### src/rtl/rand_pkg.sv
// Shared definitions for the shared random-byte source: state encoding,
// LFSR tap positions, data width and the LFSR next-state function.
package rand_pkg;

    localparam int RAND_W = 8;

    localparam int TAP_A = 4;
    localparam int TAP_B = 3;
    localparam int TAP_C = 2;
    localparam int TAP_D = 0;

    typedef enum logic {
        STEP  = 1'b0,
        READY = 1'b1
    } state_t;

    // The NOR term folds the all-zero state into the sequence (256 states, no lock-up)
    function automatic logic [RAND_W-1:0] lfsr_next(input logic [RAND_W-1:0] s);
        logic fb;
        fb = s[TAP_A] ^ s[TAP_B] ^ s[TAP_C] ^ s[TAP_D] ^ (~|s[RAND_W-1:1]);
        return {fb, s[RAND_W-1:1]};
    endfunction

endpackage

### src/rtl/rand_lfsr8.sv
// 8-bit maximal-length LFSR with load and advance controls; load wins
// over advance, and the register resets to RESET_VAL.
module rand_lfsr8 import rand_pkg::*; #(
    parameter logic [RAND_W-1:0] RESET_VAL = 8'h01
) (
    input  logic              clk,
    input  logic              rs,
    input  logic [RAND_W-1:0] load_val,
    input  logic              load,
    input  logic              advance,
    output logic [RAND_W-1:0] value
);

    always_ff @(posedge clk or posedge rs) begin
        if (rs) begin
            value <= RESET_VAL;
        end else if (load) begin
            value <= load_val;
        end else if (advance) begin
            value <= lfsr_next(value);
        end
    end

endmodule

### src/rtl/rand_share_ctrl.sv
// Shares one LFSR among N_REQ requesters with round-robin grants, advancing
// the LFSR STEPS times between draws; supports run-time reseeding.
module rand_share_ctrl import rand_pkg::*; #(
    parameter int                N_REQ      = 4,
    parameter int                STEPS      = 8,
    parameter logic [RAND_W-1:0] RESET_SEED = 8'h01
) (
    input  logic              clk,
    input  logic              rs,
    input  logic [N_REQ-1:0]  req,
    input  logic              seed_load,
    input  logic [RAND_W-1:0] seed_data,
    output logic [N_REQ-1:0]  gnt,
    output logic [RAND_W-1:0] rand_out,
    output logic              ready
);

    localparam int CNT_W = $clog2(STEPS + 1);
    localparam int PTR_W = $clog2(N_REQ);

    state_t             state, state_nxt;
    logic [CNT_W-1:0]   step_cnt, cnt_nxt;
    logic [PTR_W-1:0]   rr_ptr, ptr_nxt, win_idx;
    logic               win_valid;
    logic               advance, grant;
    logic [N_REQ-1:0]   gnt_nxt;
    logic [RAND_W-1:0]  lfsr;

    rand_lfsr8 #(
        .RESET_VAL (RESET_SEED)
    ) u_lfsr (
        .clk      (clk),
        .rs       (rs),
        .load_val (seed_data),
        .load     (seed_load),
        .advance  (advance),
        .value    (lfsr)
    );

    // Scan from the far end toward rr_ptr so the last hit is the nearest one
    always_comb begin
        win_valid = 1'b0;
        win_idx   = '0;
        for (int k = N_REQ - 1; k >= 0; k--) begin
            if (req[(int'(rr_ptr) + k) % N_REQ]) begin
                win_valid = 1'b1;
                win_idx   = PTR_W'((int'(rr_ptr) + k) % N_REQ);
            end
        end
    end

    always_comb begin
        ptr_nxt = (win_idx == PTR_W'(N_REQ - 1)) ? '0 : win_idx + PTR_W'(1);
        gnt_nxt = '0;
        if (grant) begin
            gnt_nxt = N_REQ'(1) << win_idx;
        end
    end

    always_ff @(posedge clk or posedge rs) begin
        if (rs) begin
            state    <= STEP;
            step_cnt <= '0;
        end else begin
            state    <= state_nxt;
            step_cnt <= cnt_nxt;
        end
    end

    // A seed load overrides both stepping and granting
    always_comb begin
        state_nxt = state;
        cnt_nxt   = step_cnt;
        advance   = 1'b0;
        grant     = 1'b0;
        if (seed_load) begin
            state_nxt = STEP;
            cnt_nxt   = '0;
        end else begin
            case (state)
                STEP: begin
                    advance = 1'b1;
                    cnt_nxt = step_cnt + CNT_W'(1);
                    if (step_cnt == CNT_W'(STEPS - 1)) begin
                        state_nxt = READY;
                    end
                end
                READY: begin
                    if (win_valid) begin
                        grant     = 1'b1;
                        state_nxt = STEP;
                        cnt_nxt   = '0;
                    end
                end
                default: begin
                    state_nxt = STEP;
                    cnt_nxt   = '0;
                end
            endcase
        end
    end

    always_ff @(posedge clk or posedge rs) begin
        if (rs) begin
            gnt      <= '0;
            rand_out <= '0;
            rr_ptr   <= '0;
        end else begin
            gnt <= gnt_nxt;
            if (grant) begin
                rand_out <= lfsr;
                rr_ptr   <= ptr_nxt;
            end
        end
    end

    assign ready = (state == READY);

endmodule

### config.mk
export PLATFORM = sky130hd
export DESIGN_NAME = rand_share_ctrl
export DESIGN_NICKNAME = d
export VERILOG_FILES = /design/src/rtl/rand_pkg.sv /design/src/rtl/rand_lfsr8.sv /design/src/rtl/rand_share_ctrl.sv
export SDC_FILE = /design/constraint.sdc
export NUM_CORES = 1
export LEC_CHECK = 0
export CAP_MARGIN = 5
export CORE_MARGIN = 1
export CORE_UTILIZATION = 54
export DETAILED_ROUTE_END_ITERATION = 10
export GPL_TIMING_DRIVEN = 0
export PLACE_DENSITY = 0.84
export SLEW_MARGIN = 30
export SYNTH_ARGS = -nofsm -noshare
export SYNTH_HDL_FRONTEND = slang
export SYNTH_SLANG_ARGS = --single-unit
### constraint.sdc
create_clock -name clk -period 4.1 [get_ports clk]
set_input_delay 0.41 -clock clk [delete_from_list [all_inputs] [get_ports clk]]
set_output_delay 0.41 -clock clk [all_outputs]
set_load 0.005 [all_outputs]
; ---- Yosys cells after proc, flatten, opt, wreduce, memory -nomap -nowiden
; Cells that the tools add are included.
[totals]
in_bits = 15
regBits = 27
[op_classes]
add_sub_neg = 5
reduce_logical = 6
bitwise_logic = 8
n_mux = 35
n_eq_ne = 3
n_lt_le_gt_ge = 4
n_shift = 1
[ops]
columns = cell, n
row1 = 1-bit two-way mux, 19
row2 = 8-bit two-way mux, 2
row3 = "3-bit by 4-bit < comparator with 1-bit output, second input constant", 3
row4 = 4-bit two-way mux, 3
row5 = 2-bit two-way mux, 5
row6 = 1-bit binary-select mux with 2-bit select, 4
row7 = 4-bit one-hot mux with 2 select lines, 1
row8 = 7-bit OR reduction, 1
row9 = 2-bit OR reduction, 3
row10 = "2-bit by 1-bit adder with 2-bit output, second input constant", 2
row11 = "2-bit adder, second input constant", 2
row12 = "4-bit by 1-bit adder with 4-bit output, second input constant", 1
row13 = "4-bit by 3-bit == test with 1-bit output, second input constant", 1
row14 = "1-bit by 2-bit << shifter with 4-bit output, first input constant", 1
row15 = 1-bit XOR, 4
row16 = "1-bit AND, first input constant", 3
row17 = "2-bit by 3-bit < comparator with 1-bit output, second input constant", 1
row18 = "3-bit by 2-bit != test with 1-bit output, second input constant", 1
row19 = "2-bit == test, second input constant", 1
row20 = 1-bit one-hot mux with 2 select lines, 1
row21 = 2-bit nonzero test, 1
row22 = 1-bit logical NOT, 1
row23 = 1-bit inverter, 1

; ---- Longest topological paths before layout
[logic_depth]
ltp_word = 14
ltp_mapped = 6

; ---- Hierarchy
; From an unflattened synthesis, not the netlist that was laid out.
[hier_totals]
cells_unflattened = 124
area_unflattened_um2 = 1383.8
[by_module_without_submodules]
columns = mod, cells_per_inst, n_inst, seq_area_each_um2, area_per_inst_um2
row1 = rand_share_ctrl, 78, 1, 475.5, 919.6
row2 = rand_lfsr8, 46, 1, 201.4, 464.2

; ---- Worst setup path after synthesis
; No wires, ideal clock.
[synth_timing]
path_kind = reg2reg
start = register rr_ptr[1]
end = register rr_ptr[1]
required_ps = 3975
path_buffers = 0
synth_period_minus_slack_ps = 1737
path_stages_with_launch = 5
setup_time_ps = 125
arrival_ps = 1613
slack_ps = 2363
cell_sequence = dfrtp_1 > mux2_2 > a221oi_2 > ha_1 > mux2_2
[synth_between]
elab_cells_between_ends = 28
cone_classes = add/sub: 4 / eq/ne: 1 / mux: 23
[synth_rtl]
columns = element, line
row1 = from (decl), rand_share_ctrl.sv:23  ; logic [PTR_W-1:0] rr_ptr, ptr_nxt, win_idx;
row2 = from (signal assigned), rand_share_ctrl.sv:112  ; rr_ptr <= ptr_nxt;
row3 = 2-bit adder, "rand_share_ctrl.sv:45, rand_share_ctrl.sv:47"
row4 = 1-bit binary-select mux with 2-bit select, rand_share_ctrl.sv:45  ; if (req[(int'(rr_ptr) + k) % N_REQ]) begin
row5 = 1-bit two-way mux (implied by the code) (2 in a row), rand_share_ctrl.sv:45
row6 = 2-bit two-way mux (3 in a row), rand_share_ctrl.sv:45
row7 = 2-bit two-way mux *, rand_share_ctrl.sv:45
row8 = 2-bit by 1-bit adder with 2-bit output / 2-bit == test (equally long branches), rand_share_ctrl.sv:53  ; ptr_nxt = (win_idx == PTR_W'(N_REQ - 1)) ? '0 : win_idx + PTR_W'(1);
row9 = 2-bit two-way mux *, rand_share_ctrl.sv:53
row10 = named net ptr_nxt[1], rand_share_ctrl.sv:23
; Mark *: on every way through the listed nets, which the timed path passes. The rest lies on a longest branch. The select of a mux whose other input is x is not followed.
; A chain may end at the register's enable or synchronous reset.

; ---- Worst setup path in the final report
[layout_timing]
start = input port req[2]
end = register rr_ptr[1]
[layout_between]
elab_cells_between_ends = 25
cone_classes = add/sub: 1 / eq/ne: 1 / mux: 23
[layout_rtl]
columns = element, line
row1 = from (decl), rand_share_ctrl.sv:10  ; input logic [N_REQ-1:0] req,
row2 = 1-bit binary-select mux with 2-bit select, rand_share_ctrl.sv:45
row3 = 1-bit two-way mux (implied by the code) (2 in a row), rand_share_ctrl.sv:45
row4 = 2-bit two-way mux (3 in a row), rand_share_ctrl.sv:45
row5 = 2-bit two-way mux *, rand_share_ctrl.sv:45
row6 = 2-bit by 1-bit adder with 2-bit output / 2-bit == test (equally long branches), rand_share_ctrl.sv:53
row7 = 2-bit two-way mux *, rand_share_ctrl.sv:53
row8 = named net ptr_nxt[1], rand_share_ctrl.sv:23
; Marked as above.

==> results.toml <==
[setup_path]
endpoint_kind = "register"
critical_path_class = "in2reg"
timing.critical_path.from_type = "primary input"
required_ps = 4330
maximum_fanout_along_the_worst_path = 4
timing.critical_path.arrival_ps = 2180

[timing]
rsz0062_at_grt = "no"
final_setup_violation_count = 0
fin_hold_ws_ps = 436
fin_crit_ps = 1950
skew_ps = 3.10
f_max_ghz = 0.513
portion_of_the_clock_cycle_consumed_by_the_worst_path_in_the_final_layout_pct = 47.6
worst-slew-pin-transition_ps = 541
number_of_max_slew_violations_in_the_final_report = 0
slew-limit-headroom_pct = 63.9
hold_viol_final = 0
timing.setup.tns_ps = 0

[route]
drt_first_iter_violations = 21
antenna_left = 0
detail_route.first_pass.iterations = 4
avgRoutedWirePerCell_um = 13.6
drc = 0
vias = 988
post_drt_via_cell_ratio = 5.52
routed_wl_um = 2430

[final_layout]
final_net_count = 173
stdcell_area_mm2 = 0.00169
areaGrowthSynthToFinish_pct = 24.4
most_common_cell_after_layout_fill_and_taps_aside = "sky130_fd_sc_hd__clkdlybuf4s50_1"
post_route_cells_drive_above_1_share_pct = 13.9
n_antenna_cell = 0
final_cell_mix = "sky130_fd_sc_hd__clkdlybuf4s50_1, sky130_fd_sc_hd__dfrtp_1, sky130_fd_sc_hd__nor2_1"

[clocking]
cts_buffers = 3
max-clock-path-buffers = 2
cts_root_buffer = "sky130_fd_sc_hd__clkbuf_4"
clkTransAtPathRegs_ps = 140
clk-insertion-delay-late_ps = 320
htree_levels = 1
cts_num_sinks = 27
cts.repair_timing.setup_buffer_count = 0
post_cts.resized_instances = 0
postCtsHoldBufs = 0
cts_tree = "done"

[run]
cap_viol_max_count = 0

[floorplanning]
top_level_ports = 28
std_cell_rows = 17
die_area_mm2 = 0.00272
floorplan.core_area_mm2 = 0.00230
floorplan.die.height_um = 52.1
initial_utilization_pct = 59.0
chipWidth_um = 52.1

[logic_synthesis]
post_synth.cell_area_avg_um2 = 11.3
yosys_register_bits = 27
synth-seq-area-share_pct = 49.9
syn_inst = 120
proportion_of_synthesized_flip_flops_having_asynchronous_set_or_reset_pct = 100
synthFlopType = "sky130_fd_sc_hd__dfrtp_1"
syn_warnings = 0
synth_area_mm2 = 0.00136
synth_cell_type_count = 32
syn-num-nets = 141
number_of_enable_flip_flop_cells_after_synthesis = 0

[power_and_ir_drop]
power_per_cell_area_mw_per_mm2 = 290
static-leakage-power_nw = 0.748
worst_ir_drop_vdd_mv = 0.248

[placement]
detailed_place_hpwl_um = 1830
detailed_place.area_mm2 = 0.00166
port_buffers = 27
gp_routability_congestion = 0.728

[hold_path]
worst_hold_path_type = "in2async"

[status]
outcome = "finished, final reports clean"

[global_route]
antenna_found_initial = 0
grt_remaining_overflow = 0
global_route_wire_length_before_repair_um = 4260
largest_net_degree_at_the_start_of_global_routing = 28
number_of_global_route_vias_before_repair = 967
grtUsageTotal_pct = 22.0
## per-stage QoR
step / util [%] / instances / setup slack [ps] / total power, mW
after CTS: 73.5 / 179 / 2150 / 0.495
after global placement: 72.3 / 175 / 1830 / 0.375
final: 73.5 / 179 / 2150 / 0.490
after floorplan: - / 120 / 2360 / 0.344
after global routing: 73.5 / 179 / 2050 / 0.516
after detailed placement: 72.3 / 175 / 1790 / 0.380
## worst max-delay path, stage by stage
cell and delay [ps]:
sky130_fd_sc_hd__clkdlybuf4s50_1 510, sky130_fd_sc_hd__mux2_2 320, sky130_fd_sc_hd__a221oi_2 390, sky130_fd_sc_hd__ha_1 290, sky130_fd_sc_hd__mux2_2 260
## synth_stat cells, types with 2 or more instances
cell | count | area, um^2
sky130_fd_sc_hd__buf_2 | 2 | 10.0
sky130_fd_sc_hd__mux2_4 | 4 | 60.1
sky130_fd_sc_hd__nor2b_1 | 2 | 12.5
sky130_fd_sc_hd__xnor2_1 | 2 | 17.5
sky130_fd_sc_hd__inv_1 | 7 | 26.3
sky130_fd_sc_hd__and2_1 | 5 | 31.3
sky130_fd_sc_hd__dfrtp_1 | 26 | 651
sky130_fd_sc_hd__mux2i_1 | 7 | 70.1
sky130_fd_sc_hd__mux2_2 | 6 | 67.6
sky130_fd_sc_hd__ha_1 | 6 | 75.1
sky130_fd_sc_hd__a21oi_1 | 6 | 30.0
sky130_fd_sc_hd__nand2_1 | 10 | 37.5
sky130_fd_sc_hd__nor2_1 | 11 | 41.3
sky130_fd_sc_hd__o21ai_0 | 8 | 40.0
## worst paths after layout
check / from / end / slack, ps / cells past startpoint
setup reg to reg: rr_ptr[1] / rr_ptr[1] / 2240 / 4
hold reg to reg: rand_out[4] / rand_out[4] / 530 / 1
min in group clk: rand_out[4] / rand_out[4] / 530 / 1
setup / recovery: req[2] / rr_ptr[1] / 2150 / 5
hold / removal: rs / rand_out[1] / 440 / 2
max in group asynchronous: rs / u_lfsr.value[0] / 3300 / 2
## power breakdown
group          switching, mW  total, mW  internal [mW]
Combinational         0.0348     0.0763         0.0415
Clock                 0.0776      0.116         0.0382
Sequential            0.0156      0.298          0.282
Total                  0.128      0.490          0.362
## cell families (layout without fill, tap and decap cells)
group	Yosys count	after routing	synth area share, %
AOI/OAI and AO/OA	20	20	9.23
buffers and inverters	11	42	3.78
muxes	17	17	14.6
and+or+nand+nor	36	36	15.0
DFF	27	27	49.9
adders and majority gates	6	6	5.53
xor gates and xnor gates	3	3	1.94
## flip-flops by register name (all words and copies together) (netlist names)
register and cells:
step_cnt 4, rr_ptr 2, u_lfsr.value 8, rand_out 8
ready 1, gnt 4
## per-layer routing
layer | up-vias | wire [um] | track usage [%]
li1 | 472 | - | -
met2 | 28 | 1190 | 37.8
met5 | - | 0 | 0
met3 | 4 | 96 | 2.63
met4 | 0 | 39 | 9.46
met1 | 484 | 1100 | 27.5
## final cells by class
| class | count | area (um^2) |
|---|---|---|
| Sequential cell | 27 | 677 |
| Multi-Input combinational cell | 82 | 628 |
| Fill cell | 179 | 609 |
| Timing Repair Buffer | 27 | 270 |
| Tap cell | 28 | 35.0 |
| Clock buffer | 4 | 26.3 |
| Inverter | 7 | 26.3 |
| Buffer | 4 | 25.0 |
(Power assumes the default switching activity.)
